$ cat src/rtl/seq_mag_comp_if.sv
// Start/busy/done bus of the sequential magnitude comparator.
// master drives the request fields, slave (the comparator) drives the status fields.
interface seq_mag_comp_if #(
    parameter int WIDTH = 16
);
    logic             start;
    logic             signed_mode;
    logic [WIDTH-1:0] a;
    logic [WIDTH-1:0] b;
    logic             busy;
    logic             done;
    logic [1:0]       result;

    modport master (
        output start, signed_mode, a, b,
        input  busy, done, result
    );

    modport slave (
        input  start, signed_mode, a, b,
        output busy, done, result
    );
endinterface

$ cat src/rtl/seq_mag_comp.sv
// Multi-cycle MSB-first magnitude comparator, DIGIT bits per clock, with optional
// early exit on the first unequal slice. Result code: 10 a>b, 01 a<b, 00 equal.
module seq_mag_comp #(
    parameter int WIDTH      = 16,
    parameter int DIGIT      = 4,
    parameter int EARLY_EXIT = 1
) (
    input  logic                clk,
    input  logic                rst,
    seq_mag_comp_if.slave       bus,
    output logic                state_dbg
);
    // Handshake: start is sampled only while idle (busy=0); done pulses for one
    // cycle when result updates, and result holds until the next completion.

    localparam int N  = WIDTH / DIGIT;
    localparam int IW = (N > 1) ? $clog2(N) : 1;
    localparam logic [IW-1:0]    LAST     = IW'(N - 1);
    localparam logic [WIDTH-1:0] MSB_MASK = {1'b1, {(WIDTH-1){1'b0}}};

    typedef enum logic {IDLE = 1'b0, RUN = 1'b1} state_t;

    state_t           state_q, state_d;
    logic [WIDTH-1:0] a_q, b_q;
    logic [IW-1:0]    idx_q;
    logic             found_q, gt_q;
    logic             done_q, done_d;
    logic [1:0]       result_q, result_d;
    logic             launch;

    logic [DIGIT-1:0] sa, sb;
    logic             slice_ne, slice_gt, any_diff, verdict_gt, finish;

    // Operands shift left each cycle, so the slice under test is always the top one.
    assign sa         = a_q[WIDTH-1 -: DIGIT];
    assign sb         = b_q[WIDTH-1 -: DIGIT];
    assign slice_ne   = (sa != sb);
    assign slice_gt   = (sa > sb);
    assign any_diff   = found_q | slice_ne;
    assign verdict_gt = found_q ? gt_q : slice_gt;
    assign finish     = (idx_q == LAST) || ((EARLY_EXIT != 0) && slice_ne);

    always_comb begin
        state_d  = state_q;
        done_d   = 1'b0;
        result_d = result_q;
        launch   = 1'b0;
        case (state_q)
            IDLE: begin
                if (bus.start) begin
                    state_d = RUN;
                    launch  = 1'b1;
                end
            end
            RUN: begin
                if (finish) begin
                    state_d  = IDLE;
                    done_d   = 1'b1;
                    result_d = any_diff ? (verdict_gt ? 2'b10 : 2'b01) : 2'b00;
                end
            end
            default: state_d = IDLE;
        endcase
    end

    always_ff @(posedge clk) begin
        if (rst) begin
            state_q  <= IDLE;
            done_q   <= 1'b0;
            result_q <= 2'b00;
            a_q      <= '0;
            b_q      <= '0;
            idx_q    <= '0;
            found_q  <= 1'b0;
            gt_q     <= 1'b0;
        end else begin
            state_q  <= state_d;
            done_q   <= done_d;
            result_q <= result_d;
            if (launch) begin
                // Flipping the MSB maps two's complement onto offset binary.
                a_q     <= bus.a ^ (bus.signed_mode ? MSB_MASK : '0);
                b_q     <= bus.b ^ (bus.signed_mode ? MSB_MASK : '0);
                idx_q   <= '0;
                found_q <= 1'b0;
                gt_q    <= 1'b0;
            end else if (state_q == RUN) begin
                a_q     <= a_q << DIGIT;
                b_q     <= b_q << DIGIT;
                idx_q   <= idx_q + 1'b1;
                found_q <= any_diff;
                gt_q    <= verdict_gt;
            end
        end
    end

    assign bus.busy   = (state_q == RUN);
    assign bus.done   = done_q;
    assign bus.result = result_q;
    assign state_dbg  = state_q;
endmodule

$ cat src/flat_wrapper.sv
// flat-port wrapper written by rule: the top's interface ports become plain ports
module seq_mag_comp_flat 
#(
    parameter int WIDTH      = 16,
    parameter int DIGIT      = 4,
    parameter int EARLY_EXIT = 1
)
  (clk, rst, state_dbg, bus_start, bus_signed_mode, bus_a, bus_b, bus_busy, bus_done, bus_result);
  seq_mag_comp_if #(.WIDTH(WIDTH)) bus_i ();
  input  logic clk;
  input  logic rst;
  output logic state_dbg;
  input wire logic [$bits(bus_i.start)-1:0] bus_start;
  input wire logic [$bits(bus_i.signed_mode)-1:0] bus_signed_mode;
  input wire logic [$bits(bus_i.a)-1:0] bus_a;
  input wire logic [$bits(bus_i.b)-1:0] bus_b;
  output wire logic [$bits(bus_i.busy)-1:0] bus_busy;
  output wire logic [$bits(bus_i.done)-1:0] bus_done;
  output wire logic [$bits(bus_i.result)-1:0] bus_result;
  assign bus_i.start = bus_start;
  assign bus_i.signed_mode = bus_signed_mode;
  assign bus_i.a = bus_a;
  assign bus_i.b = bus_b;
  assign bus_busy = bus_i.busy;
  assign bus_done = bus_i.done;
  assign bus_result = bus_i.result;
  seq_mag_comp #(.WIDTH(WIDTH), .DIGIT(DIGIT), .EARLY_EXIT(EARLY_EXIT)) u_core (.clk(clk), .rst(rst), .bus(bus_i), .state_dbg(state_dbg));
endmodule
$ cat config.mk
export PLATFORM = sky130hd
export DESIGN_NAME = seq_mag_comp_flat
export DESIGN_NICKNAME = d
export VERILOG_FILES = /design/src/rtl/seq_mag_comp_if.sv /design/src/rtl/seq_mag_comp.sv /design/src/flat_wrapper.sv
export SDC_FILE = /design/constraint.sdc
export NUM_CORES = 1
export LEC_CHECK = 0
export BUFFER_PORTS_ARGS = -buffer_cell sky130_fd_sc_hd__buf_2
export CAP_MARGIN = 20
export CORE_ASPECT_RATIO = 1.2
export CORE_MARGIN = 2
export CORE_UTILIZATION = 48
export CTS_CLUSTER_DIAMETER = 60
export CTS_CLUSTER_SIZE = 10
export DETAILED_ROUTE_END_ITERATION = 10
export PLACE_DENSITY_LB_ADDON = 0.3
export SYNTH_ARGS = -nofsm -noshare
export SYNTH_HDL_FRONTEND = slang
export SYNTH_SLANG_ARGS = --single-unit
$ cat constraint.sdc
create_clock -name clk -period 1.5 [get_ports clk]
set_input_delay 0.15 -clock clk [delete_from_list [all_inputs] [get_ports clk]]
set_output_delay 0.15 -clock clk [all_outputs]
set_load 0.005 [all_outputs]
==> impl_metrics.json <==
{
  "antenna_found_initial": 0,
  "clkTransAtPathRegs_ns": 0.08,
  "place.gp.congestion": 0.780,
  "cts_max_level": 2,
  "dp_hpwl_um": 2400,
  "core_area_sq_mm": 0.00363,
  "io_buffers": 40,
  "max_freq_mhz": 673,
  "tightest_slew_ns": 0.305,
  "drive_gt1_share_pct": 32.0,
  "chipHeight_um": 71.6,
  "status": "complete, no violations",
  "die_area_sq_mm": 0.00432,
  "syn_avg_cell_area_sq_um": 8.79,
  "setup_viol": 0,
  "synthCells": 208,
  "hold_class": "input pin to flop",
  "syn_area_sq_mm": 0.00183,
  "multi_input_area_sq_um": 965,
  "wl_per_cell_um": 12.6,
  "endpoint_kind": "flop",
  "relSlewSlack_pct": 79.7,
  "maxCapViolations": 0,
  "period_needed_ns": 1.49,
  "yosys_warnings": 0,
  "seqCellArea_sq_um": 808,
  "num_vias": 1485,
  "grt_pass1_vias": 1410,
  "n_fill_cell": 307,
  "clock-sinks": 40,
  "cts_buffers": 5,
  "grt_pass1_wl_um": 6090,
  "tritoncts": "done",
  "whs_ns": 0.0853,
  "fp-row-count": 24,
  "avgViaCountPerCell": 4.87,
  "power_leakage_nw": 1.08,
  "crit_required_ns": 1.69,
  "cts.path.max_buffers": 2,
  "firstDrtPassIters": 4,
  "grt_max_degree": 38,
  "yosysSeqAreaShare_pct": 43.8,
  "arrival_ns": 1.68,
  "antenna_left": 0,
  "clk_latency_ns": 0.30,
  "ys_ff_latch": 40,
  "die_w_um": 60.3,
  "powerDensity_mw_per_mm2": 1270,
  "path_max_fanout": 3,
  "rsz0062_at_grt": "yes",
  "cts_hold_buf": 0,
  "track_usage_pct": 19.0,
  "pin_count": 41,
  "crit_type": "flop to flop",
  "start_kind": "flop",
  "design_area_sq_mm": 0.00233,
  "slew_viol_final": 0,
  "cts_root_buf": "clkbuf_8",
  "area_growth_syn_to_layout_pct": 27.7,
  "finalClockSkew_ns": 0.00598,
  "nets": 293,
  "first_iter_violations": 36,
  "wl_um": 3830,
  "fin_crit_sh_pct": 99.1,
  "irDropWorstVdd_mv": 0.842,
  "yosysUniqueCellTypes": 30,
  "synth_fp_nets": 249,
  "power_mw": 2.96,
  "hold_viol_final": 0,
  "drc": 0,
  "place_area_sq_mm": 0.00205,
  "finalCoreUtilization_pct": 64.2,
  "n_antenna_cell": 0,
  "overflow": 0,
  "start_util_pct": 50.3
}
[path summary, 6_finish.rpt]
check                       start                    to  slack (ns)  cells after the start
min reg2reg  u_core.bus.result[1]  u_core.bus.result[1]        0.49                      2
min                      bus_a[1]         u_core.a_q[1]        0.09                      3
max                u_core.b_q[15]  u_core.bus.result[0]        0.01                      6
max reg2reg        u_core.b_q[15]  u_core.bus.result[0]        0.01                      6
[cell usage after synthesis, drive strengths merged]
| cell | n | area share, % |
|---|---|---|
| xnor2 | 2 | 0.96 |
| nand4 | 1 | 0.34 |
| a32o | 1 | 0.55 |
| a211oi | 3 | 1.8 |
| ha | 5 | 3.4 |
| nor3 | 2 | 0.55 |
| buf | 11 | 4.3 |
| nand2 | 1 | 0.21 |
| o21ai | 3 | 1.0 |
| clkbuf | 5 | 1.0 |
| a21oi | 26 | 7.1 |
| mux2i | 31 | 17 |
| dfxtp | 40 | 44 |
| nand3 | 1 | 0.27 |
| inv | 6 | 1.2 |
| a211o | 1 | 0.48 |
| or2 | 1 | 0.34 |
| o31ai | 1 | 0.68 |
| nand2b | 1 | 0.34 |
| nor3b | 1 | 0.41 |
| o211ai | 1 | 0.41 |
| or4b | 1 | 0.55 |
| nor2b | 2 | 0.68 |
| nor2 | 61 | 13 |
[worst max-delay path, stage by stage, from the launching register on]
cell      delay, ns
dfxtp_2        0.34
inv_2          0.05
ha_4           0.27
buf_4          0.10
a211oi_1       0.06
a211o_1        0.34
a32o_1         0.23
[registers in the layout, indices dropped and copies added, names as in the netlist]
name               count
u_core.found_q         1
u_core.bus.result      2
u_core.gt_q            1
u_core.bus.busy        1
u_core.idx_q           2
u_core.bus.done        1
u_core.b_q            16
u_core.a_q            16
[where the power goes]
group / switching (mW) / total (mW) / internal, mW
Clock: 0.378 / 1.21 / 0.832
Sequential: 0.0588 / 1.21 / 1.15
Combinational: 0.269 / 0.543 / 0.275
Total: 0.705 / 2.96 / 2.26
[cells in the final DEF, fill, tap and decap left out, drive strengths merged, types with 2 or more instances in the layout]
cell	n
a211oi	3
a21oi	26
buf	53
bufinv	3
clkbuf	5
dfxtp	40
ha	5
inv	6
mux2i	31
nor2	61
nor2b	2
nor3	2
o21ai	3
xnor2	2
[per-stage QoR]
stage               setup slack (ns)  setup TNS, ns  cells
finish                        0.0141              0    305
global route                 -0.0424        -0.0890    305
CTS                          -0.0105        -0.0105    302
detailed placement           -0.0238        -0.0238    290
global placement              0.0128              0    290
floorplan                     0.0797              0    208
[repair_timing]
| action | CTS | global route |
|---|---|---|
| hold endpoints to repair | 0 | 0 |
| gates resized for setup | 7 | 10 |
| buffers inserted | 4 | 3 |
| pin swaps | 8 | 7 |
| setup endpoints to repair | 1 | 5 |
[layer usage]
layer	share of wire, %	track usage (%)	routed length, um
met3	5.1	6.32	194
met4	1.7	7.16	65
met1	45	23.8	1710
met5	0	0	0
met2	49	30.0	1870
[logic make-up after synthesis]
group                    synth area share, %
multiplexers                            17.0
XOR/XNOR                               0.958
buffers and inverters                   6.57
adder cells (fa/ha/maj)                 3.42
AO/OA/AOI/OAI                           12.0
AND/OR/NAND/NOR                         16.2
flip-flops                              43.8
[final cells by class]
class | count | share of cell area, %
well taps | 52 | 2.79
multi-input cells | 146 | 41.3
flip-flops and latches | 40 | 34.6
clock inverters | 3 | 3.86
inverters | 6 | 0.965
clock buffers | 5 | 2.95
repair buffers | 53 | 13.5
No activity file was read; power rests on OpenSTA's default activity.
